**src/rtl/cpu_regfile_rd_sched.sv**
```systemverilog
// Serialises rs1/rs2 reads onto the single register-file RAM port, forwarding hitting write-backs.
// Latency: 5 cycles accept-to-valid with two RAM reads; write-back or RAM busy stalls the reads; operands held until i_op_ready.
module cpu_regfile_rd_sched #(
    parameter int unsigned p_ext_rve = 0,
    parameter int unsigned p_bypass  = 1
) (
    input  logic        i_clk,
    input  logic        i_rst,
    input  logic        i_req_valid,
    output logic        o_req_ready,
    input  logic [4:0]  i_rs1_addr,
    input  logic [4:0]  i_rs2_addr,
    input  logic        i_rs1_used,
    input  logic        i_rs2_used,
    output logic        o_op_valid,
    input  logic        i_op_ready,
    output logic [31:0] o_rs1_data,
    output logic [31:0] o_rs2_data,
    output logic        o_addr_oob,
    output logic        o_ram_rd_en,
    output logic [4:0]  o_ram_addr,
    input  logic [31:0] i_ram_data,
    input  logic        i_ram_busy,
    input  logic        i_wr_en,
    input  logic [4:0]  i_wr_addr,
    input  logic [31:0] i_wr_data
);

    localparam logic [2:0] S_IDLE = 3'd0;
    localparam logic [2:0] S_RD1  = 3'd1;
    localparam logic [2:0] S_CAP1 = 3'd2;
    localparam logic [2:0] S_RD2  = 3'd3;
    localparam logic [2:0] S_CAP2 = 3'd4;
    localparam logic [2:0] S_OUT  = 3'd5;

    localparam logic rve_en = (p_ext_rve != 0);
    localparam logic byp_en = (p_bypass != 0);

    logic [2:0]  state_q, state_d;
    logic [4:0]  rs1_q, rs2_q;
    logic        used1_q, used2_q;
    logic        oob1_q, oob2_q;
    logic        res1_q, res2_q;
    logic [31:0] dat1_q, dat2_q;

    logic        accept;
    logic        in_oob1, in_oob2;
    logic        in_res1, in_res2;
    logic        byp1, byp2;
    logic        rd_req;
    logic [4:0]  rd_addr;

    assign o_req_ready = (state_q == S_IDLE) && !i_ram_busy;
    assign accept      = i_req_valid && o_req_ready;

    // Out-of-bounds only matters for operands that are actually used.
    assign in_oob1 = rve_en && i_rs1_used && i_rs1_addr[4];
    assign in_oob2 = rve_en && i_rs2_used && i_rs2_addr[4];
    assign in_res1 = !i_rs1_used || (i_rs1_addr == 5'd0) || in_oob1;
    assign in_res2 = !i_rs2_used || (i_rs2_addr == 5'd0) || in_oob2;

    assign byp1 = byp_en && (state_q != S_IDLE) && i_wr_en && (i_wr_addr == rs1_q)
                  && (rs1_q != 5'd0) && used1_q && !oob1_q;
    assign byp2 = byp_en && (state_q != S_IDLE) && i_wr_en && (i_wr_addr == rs2_q)
                  && (rs2_q != 5'd0) && used2_q && !oob2_q;

    always_comb begin
        rd_req  = 1'b0;
        rd_addr = 5'd0;
        if (!i_wr_en && !i_ram_busy) begin
            if (state_q == S_RD1 && !res1_q) begin
                rd_req  = 1'b1;
                rd_addr = rs1_q;
            end else if (state_q == S_RD2 && !res2_q) begin
                rd_req  = 1'b1;
                rd_addr = rs2_q;
            end
        end
    end

    assign o_ram_rd_en = rd_req;
    assign o_ram_addr  = rd_addr;

    always_comb begin
        state_d = state_q;
        case (state_q)
            S_IDLE: if (accept) state_d = S_RD1;
            S_RD1: begin
                if (res1_q)      state_d = S_RD2;
                else if (rd_req) state_d = S_CAP1;
            end
            S_CAP1: state_d = S_RD2;
            S_RD2: begin
                if (res2_q)      state_d = S_OUT;
                else if (rd_req) state_d = S_CAP2;
            end
            S_CAP2: state_d = S_OUT;
            S_OUT:  if (i_op_ready) state_d = S_IDLE;
            default: state_d = S_IDLE;
        endcase
    end

    always_ff @(posedge i_clk) begin
        if (i_rst) begin
            state_q <= S_IDLE;
            rs1_q   <= 5'd0;
            rs2_q   <= 5'd0;
            used1_q <= 1'b0;
            used2_q <= 1'b0;
            oob1_q  <= 1'b0;
            oob2_q  <= 1'b0;
            res1_q  <= 1'b0;
            res2_q  <= 1'b0;
            dat1_q  <= 32'd0;
            dat2_q  <= 32'd0;
        end else begin
            state_q <= state_d;
            if (accept) begin
                rs1_q   <= i_rs1_addr;
                rs2_q   <= i_rs2_addr;
                used1_q <= i_rs1_used;
                used2_q <= i_rs2_used;
                oob1_q  <= in_oob1;
                oob2_q  <= in_oob2;
                res1_q  <= in_res1;
                res2_q  <= in_res2;
                dat1_q  <= 32'd0;
                dat2_q  <= 32'd0;
            end else begin
                // A write-back in the capture cycle makes the RAM data stale, so it wins.
                if (byp1) begin
                    dat1_q <= i_wr_data;
                    res1_q <= 1'b1;
                end else if (state_q == S_CAP1) begin
                    dat1_q <= i_ram_data;
                    res1_q <= 1'b1;
                end
                if (byp2) begin
                    dat2_q <= i_wr_data;
                    res2_q <= 1'b1;
                end else if (state_q == S_CAP2) begin
                    dat2_q <= i_ram_data;
                    res2_q <= 1'b1;
                end
            end
        end
    end

    assign o_op_valid = (state_q == S_OUT);
    assign o_rs1_data = dat1_q;
    assign o_rs2_data = dat2_q;
    assign o_addr_oob = (state_q == S_OUT) && (oob1_q || oob2_q);

endmodule

```
**config.mk**
```make
export PLATFORM = sky130hd
export DESIGN_NAME = cpu_regfile_rd_sched
export DESIGN_NICKNAME = d
export VERILOG_FILES = /design/src/rtl/cpu_regfile_rd_sched.sv
export SDC_FILE = /design/constraint.sdc
export NUM_CORES = 1
export LEC_CHECK = 0
export ABC_CLOCK_PERIOD_IN_PS = 3400
export CORE_MARGIN = 8
export CORE_UTILIZATION = 49
export CTS_CLUSTER_DIAMETER = 100
export DETAILED_ROUTE_END_ITERATION = 10
export PLACE_DENSITY_LB_ADDON = 0.3
export SLEW_MARGIN = 20
export SYNTH_ARGS = -nofsm -noshare
export SYNTH_HDL_FRONTEND = slang
export SYNTH_SLANG_ARGS = --single-unit
```
**constraint.sdc**
```tcl
create_clock -name i_clk -period 3.4 [get_ports i_clk]
set_clock_uncertainty 0.2 [all_clocks]
set_input_delay 0.34 -clock i_clk [delete_from_list [all_inputs] [get_ports i_clk]]
set_output_delay 0.34 -clock i_clk [all_outputs]
set_load 0.01 [all_outputs]
```
==> metrics <==
outcome complete, no violations; data required time at the worst endpoint between 2000 and 3000 ps; power density normalized to cell area ~500 mW/mm^2; hold path startpoint used2_q; wire length per cell after detailed routing between 20 and 25 um; die width 110 um; total negative setup slack 0 ps; clock tree from TritonCTS done; row cnt 34; via count between 4000 and 5000; Antenna Cells 0; synthesis-stage register bit count a little over 80; total DRC errors in the routed layout 0; Critical Setup Path Class reg -> out; count of final hold-check violations 0; setup repair after global routing missed its margin no; # setup viols final 0; area taken by multi-input logic gates about 0.0025 sq mm; WHS approximately 310 ps; number of buffers inserted by port buffering roughly 160; number of primary I/O pins 160; worst skew pair latency about 340 ps; wire length of the first global-routing pass ~23000 um; max_cap viols 0; leading cell types in the layout, fill and taps excluded clkdlybuf4s50_1, dfxtp_1, mux2i_1, o31ai_1, o211a_1; net count of the mapped netlist 520; number of hold buffers added after cts 0; grt total ovfl 0; Worst Hold Class reg -> reg; worst stage delay on the critical path 650 ps; number of antenna violations at the first check in global routing 0; Synthesis Warnings 0; clk slew on worst S/H paths 80 ps; met3 Use GR 7.03%; root buffer cell clkbuf_8; highest achievable clock rate between 300 and 400 MHz; drt via density ~6.0; portion of the post-synthesis area used by sequential elements 37.1%; cell-by-cell listing of the critical path nor2b_1 > o211ai_1 > nor2_1 > clkdlybuf4s50_1; max-slew violation total from the final report 0; drt first-iter violations between 150 and 200; Worst-Margin Slew approximately 770 ps; Critical R2R Launch state_q[1]; core area 0.00868 sq mm; post-layout net count roughly 650; Layout Area Growth over Synthesis 41.2%; total global routing track utilization between 20% and 30%; most common cell after layout, fill and taps aside clkdlybuf4s50_1; origin of the worst setup path state_q[1]; final cell count without fillers 678; proportion of layout cells with a drive suffix above 1 about a tenth; worst slew margin relative to its limit approximately half; postcts setup bufs 0; static power due to leakage around 2.3 nW; Netlist Area Pre-Place 0.00437 sq mm; total wirelength of the detailed-routed design 14200 um; most used routing layer in global routing met2; Worst EP arrival between 2000 and 2500 ps; number of global-route vias before repair 4329; die height 110 um; die outline area 0.0122 sq mm; DRT Pass-1 Iters 5; highest ir drop seen on vdd 0.000314 V; minimum period implied by the final worst setup slack approximately 2800 ps; post-detailed-route count of antenna-violating nets 0; count of different cell masters after synthesis 38; filler cell count in the final layout around 670; count of clock tree sinks 81; Synth Instances ~430; routability congestion estimate roughly 0.85; Placed Cells incl. Taps 663; Mean Syn Cell Area 10.1 sq um; Global Route met1 Usage about a quarter; HPWL reported at the end of detailed placement between 9000 and 10000 um; startpoint kind of the worst setup timing path register; met2 capacity usage during global routing between 30 and 40%; standard cell with the maximum stage delay on the critical path dfxtp_1; initial standard-cell utilization of the core 50.4%; CTS resizes 0; Clock Tree Buf Depth 2; cts bufs inserted 9; FF/Latch Area approximately 0.0016 sq mm; share of the cycle needed by the critical path after routing approximately 83%; critical path fanouts, max 14; Crit. End Element output port; pin count of the biggest net entering global routing 48; H-tree Lvls 3
==> sequential cells by signal, indices dropped and copies added, names as in the netlist <==
name        count
rs1_q           5
used2_q         1
used1_q         1
o_rs2_data     32
o_rs1_data     32
state_q         3
res1_q          1
rs2_q           5
res2_q          1
==> kinds of logic (layout without fill, tap and decap cells) <==
logic type / Yosys count / in the layout / synth area share [%]
compound gates: 142 / 142 / 29.1
xor+xnor: 8 / 8 / 1.60
buf+inv: 56 / 193 / 7.01
flops: 81 / 81 / 37.1
mux: 69 / 69 / 15.8
other cells: 1 / 1 / 0.0857
simple gates: 76 / 76 / 9.30
==> synth_stat cells, drive strengths merged <==
library cell / n / area (sq um)
a211oi: 19 / 238
a21oi: 18 / 113
a221oi: 1 / 8.76
a32oi: 1 / 8.76
and3b: 1 / 8.76
buf: 31 / 213
clkbuf: 19 / 71.3
clkinv: 1 / 3.75
conb: 1 / 3.75
dfxtp: 81 / 1620
inv: 5 / 18.8
mux2i: 69 / 691
nand2: 24 / 90.1
nand2b: 2 / 12.5
nand3: 2 / 10.0
nand3b: 1 / 7.51
nor2: 12 / 45.0
nor2b: 2 / 12.5
nor3: 5 / 35.0
nor3b: 3 / 22.5
nor4: 18 / 113
o2111ai: 2 / 30.0
o211a: 47 / 470
o211ai: 1 / 7.51
o21ai: 4 / 20.0
o221ai: 1 / 8.76
o31a: 1 / 17.5
o31ai: 47 / 353
or3: 2 / 12.5
or4: 4 / 37.5
xnor2: 8 / 70.1
==> worst paths after layout <==
path / slack (ps) / end / depth (start not counted)
setup / recovery: 570 / o_ram_addr[1] / 4
hold / removal: 310 / used2_q / 2
setup reg to reg: 880 / o_rs1_data[2] / 5
hold reg to reg: 310 / used2_q / 2
==> cell type report <==
type / count / share of cell area, %
multi-input combinational: 296 / 40.2
timing repair buffer: 172 / 27.5
sequential: 81 / 26.2
clock buffer: 13 / 2.90
tap: 108 / 2.19
clock inverter: 2 / 0.567
inverter: 6 / 0.365
==> metal layers <==
metal  vias up  part of all wire, %  wire length, um
met4         0                  1.6              221
met2       183                   48             6820
met3        14                  8.1             1150
li1       1919                    -                -
met1      1959                   42             6050
met5         -                    0                0
==> critical path: cells and delay by family (launching register included) <==
kind / cells / cell delay [ps]
DFF: 1 / 650
buffers and inverters: 1 / 550
and+or+nand+nor: 2 / 470
AOI/OAI and AO/OA: 1 / 280
==> report_power, final <==
part	total, mW	switching [mW]	internal, mW
Clock	0.749	0.334	0.415
Sequential	1.18	0.116	1.06
Combinational	1.21	0.632	0.576
Total	3.14	1.08	2.05
==> stage by stage <==
step | power [mW] | setup slack, ps | area (sq um) | utilization [%]
detailed placement | 2.40 | 644 | 5960 | 68.7
global placement | 2.36 | 721 | 5960 | 68.7
CTS | 3.14 | 548 | 6180 | 71.2
finish | 3.14 | 568 | 6180 | 71.2
global route | 3.29 | 379 | 6180 | 71.2
floorplan | 1.94 | 1530 | 4370 | -
Note: power is estimated with default switching activity, not from simulation.
